**config.mk**
```make
export PLATFORM = sky130hd
export DESIGN_NAME = serial_byte_tx
export DESIGN_NICKNAME = d
export VERILOG_FILES = /design/src/rtl/serial_byte_tx.sv
export SDC_FILE = /design/constraint.sdc
export NUM_CORES = 1
export LEC_CHECK = 0
export CAP_MARGIN = 30
export CORE_ASPECT_RATIO = 0.6
export CORE_MARGIN = 1
export CORE_UTILIZATION = 45
export CTS_CLUSTER_DIAMETER = 120
export DETAILED_ROUTE_END_ITERATION = 10
export PLACE_DENSITY = 0.7
export SYNTH_ARGS = -nofsm -noshare
export SYNTH_HDL_FRONTEND = slang
export SYNTH_SLANG_ARGS = --single-unit
```
**constraint.sdc**
```tcl
create_clock -name clk -period 3.6 [get_ports clk]
set_input_delay 0.72 -clock clk [delete_from_list [all_inputs] [get_ports clk]]
set_output_delay 0.72 -clock clk [all_outputs]
set_load 0.02 [all_outputs]
```
**src/rtl/serial_byte_tx.sv**
```systemverilog
// Parallel-to-serial byte transmitter with a one-entry hold buffer, shifting LSB-first with a bit strobe.
// Optional even-parity bit period after the data bits when the PARITY_EN macro is defined.
module serial_byte_tx #(
    parameter int DW  = 8,
    parameter int DIV = 1
) (
    input  logic          clk,
    input  logic          rst_n,
    input  logic [DW-1:0] in_data,
    input  logic          in_valid,
    output logic          in_ready,
    output logic          sdo,
    output logic          sen,
    output logic          par_stb,
    output logic          busy,
    output logic          done
);

    localparam int BW = $clog2(DW);
    localparam int CW = (DIV > 1) ? $clog2(DIV) : 1;
    localparam logic [BW-1:0] BIT_LAST = BW'(DW - 1);
    localparam logic [CW-1:0] DIV_LAST = CW'(DIV - 1);

    typedef enum logic [1:0] {
        IDLE  = 2'd0,
        SHIFT = 2'd1,
        DONE  = 2'd2
`ifdef PARITY_EN
        , PAR = 2'd3
`endif
    } state_t;

    state_t        state_q, state_d;
    logic [DW-1:0] shift_q, shift_d;
    logic [BW-1:0] bit_cnt_q, bit_cnt_d;
    logic [CW-1:0] div_cnt_q, div_cnt_d;
    logic [DW-1:0] hold_q;
    logic          hold_full_q;
    logic          load;
    logic          accept;

    // The hold buffer empties into the shifter on the same edge it can be refilled.
    assign load     = (state_q == IDLE) && hold_full_q;
    assign in_ready = !hold_full_q || load;
    assign accept   = in_valid && in_ready;
    assign busy     = (state_q != IDLE) || hold_full_q;

`ifdef PARITY_EN
    logic parity_q;

    always_ff @(posedge clk or negedge rst_n) begin
        if (!rst_n) begin
            parity_q <= 1'b0;
        end else if (load) begin
            parity_q <= ^hold_q;
        end
    end
`endif

    // NOTE: every register, including the data-only hold and shift registers, is reset so the
    // post-reset state is fully defined; sequential state uses non-blocking assignments only.
    always_ff @(posedge clk or negedge rst_n) begin
        if (!rst_n) begin
            state_q     <= IDLE;
            shift_q     <= '0;
            bit_cnt_q   <= '0;
            div_cnt_q   <= '0;
            hold_q      <= '0;
            hold_full_q <= 1'b0;
        end else begin
            state_q     <= state_d;
            shift_q     <= shift_d;
            bit_cnt_q   <= bit_cnt_d;
            div_cnt_q   <= div_cnt_d;
            hold_full_q <= accept || (hold_full_q && !load);
            if (accept) begin
                hold_q <= in_data;
            end
        end
    end

    // NOTE: every output of this block gets a default first, so no path can infer a latch.
    always_comb begin
        state_d   = state_q;
        shift_d   = shift_q;
        bit_cnt_d = bit_cnt_q;
        div_cnt_d = div_cnt_q;
        sdo       = 1'b0;
        sen       = 1'b0;
        par_stb   = 1'b0;
        done      = 1'b0;

        case (state_q)
            IDLE: begin
                if (hold_full_q) begin
                    shift_d   = hold_q;
                    bit_cnt_d = '0;
                    div_cnt_d = '0;
                    state_d   = SHIFT;
                end
            end

            SHIFT: begin
                sdo = shift_q[0];
                if (div_cnt_q == DIV_LAST) begin
                    sen       = 1'b1;
                    div_cnt_d = '0;
                    shift_d   = shift_q >> 1;
                    bit_cnt_d = bit_cnt_q + 1'b1;
                    if (bit_cnt_q == BIT_LAST) begin
`ifdef PARITY_EN
                        state_d = PAR;
`else
                        state_d = DONE;
`endif
                    end
                end else begin
                    div_cnt_d = div_cnt_q + 1'b1;
                end
            end

`ifdef PARITY_EN
            PAR: begin
                sdo = parity_q;
                if (div_cnt_q == DIV_LAST) begin
                    par_stb   = 1'b1;
                    div_cnt_d = '0;
                    state_d   = DONE;
                end else begin
                    div_cnt_d = div_cnt_q + 1'b1;
                end
            end
`endif

            DONE: begin
                done    = 1'b1;
                state_d = IDLE;
            end

            // Any encoding not listed above recovers to IDLE.
            default: begin
                state_d = IDLE;
            end
        endcase
    end

endmodule
```
Word level (Yosys, flattened, before mapping). Index checks and enable logic that the tools add are counted.

Register bits after elaboration: 23. Bits of input ports: 11. Output and inout bits: 6.

$add $sub $neg: 2. Equality and inequality tests: 6. Muxes and demuxes: 17. Reductions and logical operators: 14.

Operator list (number): $mux 8 (2); $pmux 8 s2 (1); $mux 1 (6); $mux 2 (3); $mux 3 (2); $ne 2x2->1 const B (3); $pmux 3 s2 (1); $reduce_and 3->1 (2); $pmux 2 s2 (1); $reduce_bool 2->1 (2); $add 3x1->3 const B (1); $eq 3x3->1 const B (1); $logic_and 1x1->1 (3); $logic_or 1x1->1 (3); $eq 2x1->1 const B (1); $eq 2x2->1 const B (1); $logic_not 1->1 (2); $logic_not 2->1 (1); $pmux 1 s2 (1); $reduce_and 2->1 (1); $add 1x1->1 const B (1).

Depth between registers and ports, before layout.
Depth after elaboration: 5. Depth in mapped cells: 4. Mapped depth without buffers: 4.

Worst setup path after synthesis. Ideal clock, no wire load.

Path type: reg2out. From: register state_q[0]. To: output port sdo. Arrival: 1.027 ns. Required time: 2.880 ns. Path slack: 1.853 ns. Stages on the path, launching flop included: 4. Buffers on the path: 1. Cells stage by stage: dfrtp_1 nor2b_2 buf_6 and2_1.

Word-level cells in the longest chain between the ends: 2.

RTL lines: start, declared (RTL line 33) `state_t state_q, state_d;`; start signal, assigned (RTL line 71) `state_q <= state_d;`; $eq 2x1->1 (RTL line 93) `case (state_q)`; $mux 1 (RTL line 93); end, declared (RTL line 12) `output logic sdo,`.

Every way passes these cells.

Worst setup path after layout. Same ends and word-level chain as after synthesis.

==> impl_metrics.env <==
export IMPL_multi_input_area_um2=445.4
export IMPL_antenna_cells=0
export IMPL_die_height_um=40.12
export IMPL_initial_core_util=0.4891
export IMPL_syn_to_final_growth_pct=18.14
export IMPL_antenna_found_initial=0
export IMPL_total_leakage_power_nw=0.5775
export IMPL_vias=756
export IMPL_seq_area_um2=550.5
export IMPL_fillerInstances=190
export IMPL_clock_skew_ps=2.423
export IMPL_grt_usage=0.2074
export IMPL_slowest_stage="dfrtp_1"
export IMPL_dp_hpwl_um=1418
export IMPL_worstMarginPinSlew_ps=580.5
export IMPL_wirelength_um=2078
export IMPL_drc=0
export IMPL_crit_path_start="state_q[0]$_DFFE_PN0P_"
export IMPL_cp_cell_sequence="nor2b_2 > and2_1 > clkdlybuf4s50_1"
export IMPL_clock_root_buffer="clkbuf_8"
export IMPL_die_area_um2=2629
export IMPL_place_congestion=0.7414
export IMPL_relSlewSlack=0.6122
export IMPL_peakVddDrop_uv=391.0
export IMPL_regToRegStartpoint="state_q[0]$_DFFE_PN0P_"
export IMPL_cts_resized=0
export IMPL_wire_per_inst_um=15.51
export IMPL_cts_buffers=3
export IMPL_port_buffers=15
export IMPL_clock_latency_ps=260
export IMPL_hold_viol_final=0
export IMPL_required_ps=2880
export IMPL_fin_hold_ws_ps=511.4
export IMPL_p_per_area_nw_per_um2=757.6
export IMPL_io_pins=17
export IMPL_syn_nets=105
export IMPL_rsz0062_at_grt="false"
export IMPL_finalSetupViolations=0
export IMPL_vias_per_cell=5.642
export IMPL_ys_async_sr_fraction=1.000
export IMPL_tritoncts="built"
export IMPL_slew_violations=0
export IMPL_synth_commonest_cells="dfrtp_1, nand2_1, inv_1"
export IMPL_drtAntennaViolNets=0
export IMPL_hold_path_class="flip-flop to flip-flop"
export IMPL_max_stage_delay_ps=650
export IMPL_cts_max_path_buffers=2
export IMPL_grt_pass1_vias=742
export IMPL_arrival_ps=2230
export IMPL_grt_start_max_net_pins=23
export IMPL_hold_start="bit_cnt_q[2]$_DFFE_PN0P_"
export IMPL_first_pass_iters=4
export IMPL_path_clk_slew_ps=80
export IMPL_ys_types=28
export IMPL_fin_setup_tns_ps=0
export IMPL_yosysWarnings=0
export IMPL_grt_pass1_wl_um=3753
export IMPL_fp_dieW_um=65.53
export IMPL_finalWorstSetupSlack_ps=651.8
export IMPL_avgSynthCellArea_um2=11.85
export IMPL_synth_cells=92
export IMPL_critPathCaptureType="output port"
export IMPL_synthFlopType="dfrtp_1"
export IMPL_synth_edff_count=0
export IMPL_worstSetupStartpointType="flip-flop"
export IMPL_dp_worst_setup_slack_ps=975.4
export IMPL_max_freq_mhz=339.2
export IMPL_post_route_min_period_ps=2948
export IMPL_yosys_area_top_type="dfrtp_1"
export IMPL_drive_gt1_frac=0.1154
export IMPL_cts_num_sinks=22
export IMPL_yosysTopAreaCellShare=0.5052
export IMPL_fin_nets=118
export IMPL_criticalPathCategory="flip-flop to output port"
export IMPL_ys_ff_latch=22
export IMPL_worst_path_max_fanout=17
export IMPL_syn_cell_area_um2=1090
export IMPL_yosys_top_cells_area="dfrtp_1, a221o_1, o32ai_1"
export IMPL_coreArea_um2=2228
export IMPL_cts_setup_buffers=0
export IMPL_synth_most_common_cell="dfrtp_1"
export IMPL_drt_iter0_drc=62
export IMPL_status="completed"
export IMPL_cts_hold_buf=0
export IMPL_min_period_over_period=0.8189
export IMPL_synth_seq_area_share=0.5052
export IMPL_cts_max_level=1
export IMPL_core_rowCount=13
export IMPL_max_cap_violations=0
export IMPL_grt_ovfl_total=0
[routing by layer]
metal,wire (µm),global-route usage,vias up
li1,-,-,360
met5,0,0,-
met2,809,0.3119,22
met3,116,0.06818,2
met4,13,0.04891,0
met1,1137,0.2915,372
[final cells by class]
class / instances / area share
sequential: 22 / 0.4276
multi-input combinational: 53 / 0.3460
timing repair buffer: 16 / 0.1283
clock buffer: 4 / 0.04276
tap: 30 / 0.02915
inverter: 9 / 0.02624
[flip-flops by register name (all words and copies together) (netlist names)]
signal       count
shift_q          8
hold_q           8
bit_cnt_q        3
state_q          2
hold_full_q      1
[through the flow]
stage | power, W | util | cell area, µm² | instances
2_1_floorplan | 0.0007077 | - | 1090 | 92
6_report | 0.0009754 | 0.5778 | 1287 | 134
4_1_cts | 0.0009764 | 0.5710 | 1272 | 133
5_1_grt | 0.001050 | 0.5778 | 1287 | 134
3_3_place_gp | 0.0007826 | 0.5463 | 1217 | 129
3_5_place_dp | 0.0007995 | 0.5463 | 1217 | 129
[cells by family after synthesis]
kind of cell	count (synthesis)	share of synthesized area
buffers and inverters	17	0.08610
other	1	0.003441
adder cells (fa/ha/maj)	2	0.02296
multiplexers	1	0.01033
flip-flops	22	0.5052
AND/OR/NAND/NOR	28	0.1906
AO/OA/AOI/OAI	21	0.1814
[layout by cell type, fill, tap and decap left out, types with 2 or more instances in the layout]
cell             Yosys  routed
dfrtp_1             22      22
inv_1                9       9
a221o_1              7       7
nand2b_1             2       2
clkbuf_8             0       4
a22o_1               2       2
o32ai_1              8       8
and4bb_1             4       4
and4bb_2             3       3
clkdlybuf4s50_1      0      15
nand2_1             10      10
ha_1                 2       2
and2_1               2       2
[worst paths after layout]
kind,depth (start not counted),slack [ps],endpoint
worst max-delay path,3,650,sdo
worst min register to register,1,510,bit_cnt_q[2]$_DFFE_PN0P_
worst min-delay path,1,510,bit_cnt_q[2]$_DFFE_PN0P_
worst max register to register,2,2110,shift_q[2]$_DFFE_PN0P_
max in group asynchronous,2,2600,shift_q[1]$_DFFE_PN0P_
min in group asynchronous,1,640,hold_q[0]$_DFFE_PN0P_
[power by group]
group	total [W]	switching, W	internal, W
clock	0.000176	0.0000788	0.0000975
sequential	0.000443	0.0000936	0.000349
combinational	0.000356	0.000162	0.000195
[worst max-delay path, delay by kind of cell (launching register included)]
kind,cells,cell delay (ps)
and+or+nand+nor,2,720
DFF,1,650
buffers and inverters,1,590
(Power assumes the default switching activity.)
